===== config.mk =====
export PLATFORM = sky130hd
export DESIGN_NAME = video_fetch_sched_flat
export DESIGN_NICKNAME = d
export VERILOG_FILES = /design/src/rtl/video_pkg.sv /design/src/rtl/video_fetch_sched_if.sv /design/src/rtl/vfs_arbiter.sv /design/src/rtl/video_fetch_sched.sv /design/src/flat_wrapper.sv
export SDC_FILE = /design/constraint.sdc
export NUM_CORES = 1
export LEC_CHECK = 0
export ABC_AREA = 1
export CORE_AREA = 3 3 104 106
export CTS_BUF_LIST = sky130_fd_sc_hd__clkbuf_4 sky130_fd_sc_hd__clkbuf_8
export DETAILED_ROUTE_END_ITERATION = 16
export DIE_AREA = 0 0 107 109
export PLACE_DENSITY = 0.88
export SLEW_MARGIN = 5
export SYNTH_ARGS = -nofsm -noshare
export SYNTH_HDL_FRONTEND = slang
export SYNTH_HIERARCHICAL = 1
export SYNTH_SLANG_ARGS = --single-unit

===== constraint.sdc =====
create_clock -name clk -period 5.6 [get_ports clk]
set_clock_uncertainty 0.2 [all_clocks]
set_input_delay 1.12 -clock clk [delete_from_list [all_inputs] [get_ports clk]]
set_output_delay 1.12 -clock clk [all_outputs]
set_load 0.01 [all_outputs]

===== src/rtl/video_pkg.sv =====
// Shared definitions for the scanline prefetch scheduler.
//   DEF_* constants : default geometry and memory-port characteristics
//   pixel_t         : one framebuffer word {r,g,b}
//   fetch_state_e   : scheduler FSM states
// The optional host fairness slot is enabled by defining VFS_HOST_SLOT_EN.
package video_pkg;

    localparam int DEF_H_ACTIVE    = 240;
    localparam int DEF_V_ACTIVE    = 320;
    localparam int DEF_ADDR_W      = 17;
    localparam int DEF_READ_LAT    = 2;
    localparam int DEF_MAX_OUTST   = 4;
    localparam int DEF_FAIR_PERIOD = 8;

    typedef struct packed {
        logic [7:0] r;
        logic [7:0] g;
        logic [7:0] b;
    } pixel_t;

    localparam int DEF_DATA_W = $bits(pixel_t);

    typedef enum logic [1:0] {
        ST_IDLE,
        ST_LOAD,
        ST_FETCH,
        ST_DRAIN
    } fetch_state_e;

endpackage


===== src/rtl/video_fetch_sched_if.sv =====
// Single-port video memory bus shared by line fetch and host writes.
//   req/we/addr/wdata : request from the scheduler (held until gnt)
//   gnt               : memory accepts the request this cycle
//   rvalid/rdata      : read return, fixed latency after acceptance
// master = scheduler side, slave = memory side.
interface video_fetch_sched_if #(
    parameter int ADDR_W = video_pkg::DEF_ADDR_W,
    parameter int DATA_W = video_pkg::DEF_DATA_W
);
    logic              req;
    logic              we;
    logic [ADDR_W-1:0] addr;
    logic [DATA_W-1:0] wdata;
    logic              gnt;
    logic              rvalid;
    logic [DATA_W-1:0] rdata;

    modport master (
        output req, we, addr, wdata,
        input  gnt, rvalid, rdata
    );

    modport slave (
        input  req, we, addr, wdata,
        output gnt, rvalid, rdata
    );
endinterface


===== src/rtl/vfs_arbiter.sv =====
// Two-way memory-port arbiter: line fetch has fixed priority over host writes.
//   fetch_req/host_req   : requesters wanting the port this cycle
//   sel_fetch/sel_host   : one-hot (or none) owner of the port, combinational
// With VFS_HOST_SLOT_EN defined, clk/rst/idle/gnt ports are added and a counter
// of consecutive fetch grants taken while the host waits forces one host slot
// after DEF_FAIR_PERIOD of them. Without it the mux is purely combinational.
module vfs_arbiter
    import video_pkg::*;
(
`ifdef VFS_HOST_SLOT_EN
    input  logic clk,
    input  logic rst,
    input  logic idle,
    input  logic gnt,
`endif
    input  logic fetch_req,
    input  logic host_req,
    output logic sel_fetch,
    output logic sel_host
);

`ifdef VFS_HOST_SLOT_EN
    localparam int CW = $clog2(DEF_FAIR_PERIOD + 1);

    logic [CW-1:0] fetch_run;
    logic          force_host;

    assign force_host = (fetch_run == CW'(DEF_FAIR_PERIOD));
    assign sel_host   = host_req && (!fetch_req || force_host);
    assign sel_fetch  = fetch_req && !sel_host;

    // Saturation is implicit: once force_host is set a waiting host always wins.
    always_ff @(posedge clk) begin
        if (rst || idle) begin
            fetch_run <= '0;
        end else if (sel_host && gnt) begin
            fetch_run <= '0;
        end else if (sel_fetch && gnt && host_req) begin
            fetch_run <= fetch_run + 1'b1;
        end
    end
`else
    assign sel_fetch = fetch_req;
    assign sel_host  = host_req && !fetch_req;
`endif

endmodule


===== src/rtl/video_fetch_sched.sv =====
// Scanline prefetch scheduler: copies one framebuffer line from shared video
// memory into a ping-pong line buffer, sharing the port with host pixel writes.
// Ports:
//   clk, rst                 : clock, synchronous active-high reset
//   frame_start              : clears the sticky underrun flag
//   line_req, line_idx       : request to fetch line line_idx
//   busy, underrun           : fetch in progress / request arrived while busy
//   wr_valid/ready/addr/data : host write stream
//   mem                      : shared memory bus (master side)
//   lb_we/addr/wdata         : line-buffer write, lb_addr = {bank, x}
// Optional feature: VFS_HOST_SLOT_EN adds a forced host slot (see vfs_arbiter).
//
// state    | meaning
// ---------+-------------------------------------------------------------
// IDLE     | waiting for a line request (new or queued)
// LOAD     | compute line base address and latch buffer bank
// FETCH    | issue H_ACTIVE reads, at most MAX_OUTST in flight
// DRAIN    | all reads issued, waiting for the remaining returns
module video_fetch_sched
    import video_pkg::*;
#(
    parameter int H_ACTIVE  = DEF_H_ACTIVE,
    parameter int V_ACTIVE  = DEF_V_ACTIVE,
    parameter int ADDR_W    = DEF_ADDR_W,
    parameter int DATA_W    = DEF_DATA_W,
    parameter int MAX_OUTST = DEF_MAX_OUTST
) (
    input  logic                      clk,
    input  logic                      rst,
    input  logic                      frame_start,
    input  logic                      line_req,
    input  logic [8:0]                line_idx,
    output logic                      busy,
    output logic                      underrun,
    input  logic                      wr_valid,
    output logic                      wr_ready,
    input  logic [ADDR_W-1:0]         wr_addr,
    input  logic [DATA_W-1:0]         wr_data,
    video_fetch_sched_if.master       mem,
    output logic                      lb_we,
    output logic [$clog2(H_ACTIVE):0] lb_addr,
    output logic [DATA_W-1:0]         lb_wdata
);

    localparam int XW  = $clog2(H_ACTIVE + 1);
    localparam int LBX = $clog2(H_ACTIVE);
    localparam int OW  = $clog2(MAX_OUTST + 1);

    fetch_state_e      state;
    logic [8:0]        cur_idx;
    logic [8:0]        pend_idx;
    logic              pend_valid;
    logic [ADDR_W-1:0] base;
    logic              bank;
    logic [XW-1:0]     x_issue;
    logic [XW-1:0]     x_ret;
    logic [OW-1:0]     outstanding;

    logic idx_ok;
    logic fetch_want;
    logic host_want;
    logic sel_fetch;
    logic sel_host;
    logic fetch_acc;
    logic ret_ok;

    assign busy   = (state != ST_IDLE);
    assign idx_ok = line_req && ({23'd0, line_idx} < 32'(V_ACTIVE));

    // rst gates the requesters so every output reads 0 while reset is held.
    assign fetch_want = !rst && (state == ST_FETCH)
                        && (x_issue < XW'(H_ACTIVE))
                        && (outstanding < OW'(MAX_OUTST));
    assign host_want  = !rst && wr_valid;

    vfs_arbiter u_arb (
`ifdef VFS_HOST_SLOT_EN
        .clk       (clk),
        .rst       (rst),
        .idle      (state == ST_IDLE),
        .gnt       (mem.gnt),
`endif
        .fetch_req (fetch_want),
        .host_req  (host_want),
        .sel_fetch (sel_fetch),
        .sel_host  (sel_host)
    );

    assign mem.req   = sel_fetch || sel_host;
    assign mem.we    = sel_host;
    assign wr_ready  = sel_host && mem.gnt;
    assign fetch_acc = sel_fetch && mem.gnt;

    always_comb begin
        mem.addr  = '0;
        mem.wdata = '0;
        if (sel_fetch) begin
            mem.addr = base + ADDR_W'(x_issue);
        end else if (sel_host) begin
            mem.addr  = wr_addr;
            mem.wdata = wr_data;
        end
    end

    // Returns with nothing outstanding (e.g. after a mid-fetch reset) are stale.
    assign ret_ok   = !rst && mem.rvalid && (outstanding != '0);
    assign lb_we    = ret_ok;
    assign lb_addr  = ret_ok ? {bank, x_ret[LBX-1:0]} : '0;
    assign lb_wdata = ret_ok ? mem.rdata : '0;

    always_ff @(posedge clk) begin
        if (rst) begin
            state       <= ST_IDLE;
            cur_idx     <= '0;
            pend_idx    <= '0;
            pend_valid  <= 1'b0;
            base        <= '0;
            bank        <= 1'b0;
            x_issue     <= '0;
            x_ret       <= '0;
            outstanding <= '0;
            underrun    <= 1'b0;
        end else begin
            case ({fetch_acc, ret_ok})
                2'b10:   outstanding <= outstanding + 1'b1;
                2'b01:   outstanding <= outstanding - 1'b1;
                default: ;
            endcase

            if (fetch_acc) x_issue <= x_issue + 1'b1;
            if (ret_ok)    x_ret   <= x_ret + 1'b1;

            // A late request wins over a same-cycle frame_start clear.
            if (idx_ok && busy) begin
                underrun   <= 1'b1;
                pend_valid <= 1'b1;
                pend_idx   <= line_idx;
            end else if (frame_start) begin
                underrun <= 1'b0;
            end

            case (state)
                ST_IDLE: begin
                    if (idx_ok) begin
                        cur_idx    <= line_idx;
                        pend_valid <= 1'b0;
                        state      <= ST_LOAD;
                    end else if (pend_valid) begin
                        cur_idx    <= pend_idx;
                        pend_valid <= 1'b0;
                        state      <= ST_LOAD;
                    end
                end
                ST_LOAD: begin
                    base    <= ADDR_W'(32'(cur_idx) * 32'(H_ACTIVE));
                    bank    <= cur_idx[0];
                    x_issue <= '0;
                    x_ret   <= '0;
                    state   <= ST_FETCH;
                end
                ST_FETCH: begin
                    if (fetch_acc && (x_issue == XW'(H_ACTIVE - 1))) state <= ST_DRAIN;
                end
                ST_DRAIN: begin
                    if (x_ret == XW'(H_ACTIVE)) state <= ST_IDLE;
                end
                default: state <= ST_IDLE;
            endcase
        end
    end

endmodule


===== src/flat_wrapper.sv =====
// flat-port wrapper written by rule: the top's interface ports become plain ports
module video_fetch_sched_flat import video_pkg::*;
#(
    parameter int H_ACTIVE  = DEF_H_ACTIVE,
    parameter int V_ACTIVE  = DEF_V_ACTIVE,
    parameter int ADDR_W    = DEF_ADDR_W,
    parameter int DATA_W    = DEF_DATA_W,
    parameter int MAX_OUTST = DEF_MAX_OUTST
)
  (clk, rst, frame_start, line_req, line_idx, busy, underrun, wr_valid, wr_ready, wr_addr, wr_data, lb_we, lb_addr, lb_wdata, mem_req, mem_we, mem_addr, mem_wdata, mem_gnt, mem_rvalid, mem_rdata);
  video_fetch_sched_if #(.ADDR_W(ADDR_W), .DATA_W(DATA_W)) mem_i ();
  input  logic clk;
  input  logic rst;
  input  logic frame_start;
  input  logic line_req;
  input  logic [8:0] line_idx;
  output logic busy;
  output logic underrun;
  input  logic wr_valid;
  output logic wr_ready;
  input  logic [ADDR_W-1:0] wr_addr;
  input  logic [DATA_W-1:0] wr_data;
  output logic lb_we;
  output logic [$clog2(H_ACTIVE):0] lb_addr;
  output logic [DATA_W-1:0] lb_wdata;
  output wire logic [$bits(mem_i.req)-1:0] mem_req;
  output wire logic [$bits(mem_i.we)-1:0] mem_we;
  output wire logic [$bits(mem_i.addr)-1:0] mem_addr;
  output wire logic [$bits(mem_i.wdata)-1:0] mem_wdata;
  input wire logic [$bits(mem_i.gnt)-1:0] mem_gnt;
  input wire logic [$bits(mem_i.rvalid)-1:0] mem_rvalid;
  input wire logic [$bits(mem_i.rdata)-1:0] mem_rdata;
  assign mem_req = mem_i.req;
  assign mem_we = mem_i.we;
  assign mem_addr = mem_i.addr;
  assign mem_wdata = mem_i.wdata;
  assign mem_i.gnt = mem_gnt;
  assign mem_i.rvalid = mem_rvalid;
  assign mem_i.rdata = mem_rdata;
  video_fetch_sched #(.H_ACTIVE(H_ACTIVE), .V_ACTIVE(V_ACTIVE), .ADDR_W(ADDR_W), .DATA_W(DATA_W), .MAX_OUTST(MAX_OUTST)) u_core (.clk(clk), .rst(rst), .frame_start(frame_start), .line_req(line_req), .line_idx(line_idx), .busy(busy), .underrun(underrun), .wr_valid(wr_valid), .wr_ready(wr_ready), .wr_addr(wr_addr), .wr_data(wr_data), .mem(mem_i), .lb_we(lb_we), .lb_addr(lb_addr), .lb_wdata(lb_wdata));
endmodule

==> out/results.tsv <==
metric	value	unit
outcome	complete, no violations	
hold_path.class	flip-flop to flip-flop	
dpl-instance-area	6140	um2
worstSetupEndpointType	output pin	
regToRegSetupSlack	2.52	ns
ys.flop_type	dfxtp_1	
cts-buffers-inserted	5	
cts_tree	built	
synthCells	698	
cp_max_fo	17	
cts_root_buf	clkbuf_8	
portBuffers	160	
ioPinCount	161	
dr.first_iter.drc_count	351	
max_freq	209	MHz
regArea	1080	um2
grt_start_max_net_pins	38	
crit_path_top_delay_cell	clkdlybuf4s50_1	
yosysWarnings	6	
routedWlPerCell	11.8	um
cts_setup_buffers	0	
die_h	109	um
die_w	107	um
critical_path_arrival	3.46	ns
worst_slew_pin_slew	0.685	ns
cellPowerDensity	292	nW/um2
clock_path_buffers	2	
async_flop_share	0	%
wl	11.6	mm
drc	0	
fin_area	6230	um2
antenna_found_initial	0	
synth_area_leaders	dfxtp_1 24%, nand2_1 16%, inv_1 9.8%, ha_1 7.9%, nor2_1 7.7%	
fin_crit_sh	85.3	%
synth_top_area_share	24.4	%
area_growth	40.8	%
place_hpwl	9.62	mm
fill_cells	903	
syn_area	4430	um2
post-route-min-period	4.78	ns
place_congestion	0.839	
mostFrequentLayoutCell	nand2_1	
rsz0062_at_grt	false	
grt_first_pass_wirelength	18.7	mm
ant_nets	0	
via_count	4620	
grt_pass1_vias	4113	
utilization	63.2	%
slew_headroom	54.3	%
holdWs	0.259	ns
max-cap-violations	0	
clock_sinks	54	
vias_per_cell	4.70	
fin_nets	974	
p_leak	0.00283	uW
layout_common_cells	183 x nand2_1, 160 x clkdlybuf4s50_1, 115 x inv_1	
ir_drop	0.219	mV
ys_seq_area_share	24.4	%
finalHoldViolations	0	
timing.setup.tns	0	ns
multi_input_area	2780	um2
antennaDiodeCount	0	
yosys.area.top_type	dfxtp_1	
core_area	9860	um2
row_count	36	
synth_cell_types	37	
syn_nets	824	
setup_viol	0	
worstSetupPathType	input port to output pin	
die_area	11700	um2
grt_usage	19.3	%
postSynthAreaPerCell	6.34	um2
slowest_delay	0.56	ns
clk-insertion-delay-late	0.30	ns
overflow	0	
ys_ff_latch	54	
maxSlewViolCount	0	
drive_above_1_share	4.83	%
cp-start-kind	input port	
cp_cell_sequence	clkdlybuf4s50_1, inv_2, nand3_1, a41oi_4, nor2_2, inv_1, nor2_2, nand2_1, o21ai_0, clkdlybuf4s50_1	
drt-pass1-iter-count	4	
p_total	1820	uW
synth-edff-count	0	
critical_path_required	4.28	ns
h-tree-depth	2	
start_util	44.9	%
clkTransAtPathRegs	0.10	ns
ctsResizeCount	0	
postCtsHoldBufs	0	
-- power breakdown --
group / internal (uW) / leakage [uW] / total (uW) / switching (uW)
Clock: 99.6 / 0.0000472 / 222 / 123
Combinational: 445 / 0.00234 / 1070 / 624
Sequential: 463 / 0.000440 / 526 / 62.7
Total: 1010 / 0.00283 / 1820 / 810
-- cell type report --
type	instances	area share (%)
inverter	121	7.37
tap	133	2.67
multi-input combinational	500	44.7
timing repair buffer	166	26.4
clock buffer	6	1.33
clock inverter	2	0.201
sequential	54	17.3
-- registers in the layout, summed over array words and instances (netlist names) --
name and flops:
u_core/state 2, u_core/outstanding 3, u_core/x_issue 8, u_core/cur_idx 9
u_core/base 13, u_core/pend_idx 9, u_core/pend_valid 1, u_core/underrun 1
u_core/x_ret 8
-- routing by layer --
metal / global-route usage [%] / routed length (um)
met5: 0 / 0
met4: 2.92 / 82
met3: 3.37 / 812
met2: 33.6 / 5570
met1: 25.6 / 5140
-- final timing paths --
check	startpoint	endpoint	depth (start not counted)
setup / recovery	rst	mem_addr[5]	10
hold / removal	u_core/outstanding[0]	u_core/outstanding[0]	1
setup reg to reg	u_core/cur_idx[6]	u_core/base[16]	13
hold reg to reg	u_core/outstanding[0]	u_core/outstanding[0]	1
-- Yosys cell counts (2+ instances only) --
library cell and number:
fa_1 17, nand4_1 5, o21ai_2 2, xor2_1 5, buf_4 5, a21oi_1 43
clkbuf_1 4, nand3_1 45, ha_1 28, nand2_2 4, nand2_1 183, a22o_1 3
nor2_2 3, o21ai_1 12, o21ai_0 34, inv_2 5, nand3_2 3, dfxtp_1 54
buf_2 13, nor2_1 91, inv_1 115, nor3_1 8, nand2_4 2
-- through the flow --
step / std cells / setup slack (ns)
global route: 982 / 0.613
CTS: 982 / 0.829
finish: 982 / 0.822
floorplan: 698 / 1.65
detailed placement: 974 / 0.824
global placement: 974 / 0.866
-- worst max-delay path: cells and delay by family --
family | cells | cell delay [ns]
AO/OA/AOI/OAI | 2 | 0.21
AND/OR/NAND/NOR | 4 | 0.94
buffers and inverters | 4 | 1.18
-- cells by family (layout without fill, tap and decap cells) --
logic type | after synthesis | after routing | synth area share [%]
AND/OR/NAND/NOR | 352 | 352 | 34.0
buffers and inverters | 144 | 295 | 13.1
AO/OA/AOI/OAI | 97 | 97 | 11.7
flip-flops | 54 | 54 | 24.4
adder cells (fa/ha/maj) | 45 | 45 | 15.6
XOR/XNOR | 6 | 6 | 1.19
Power figures use the tool's default switching activity.
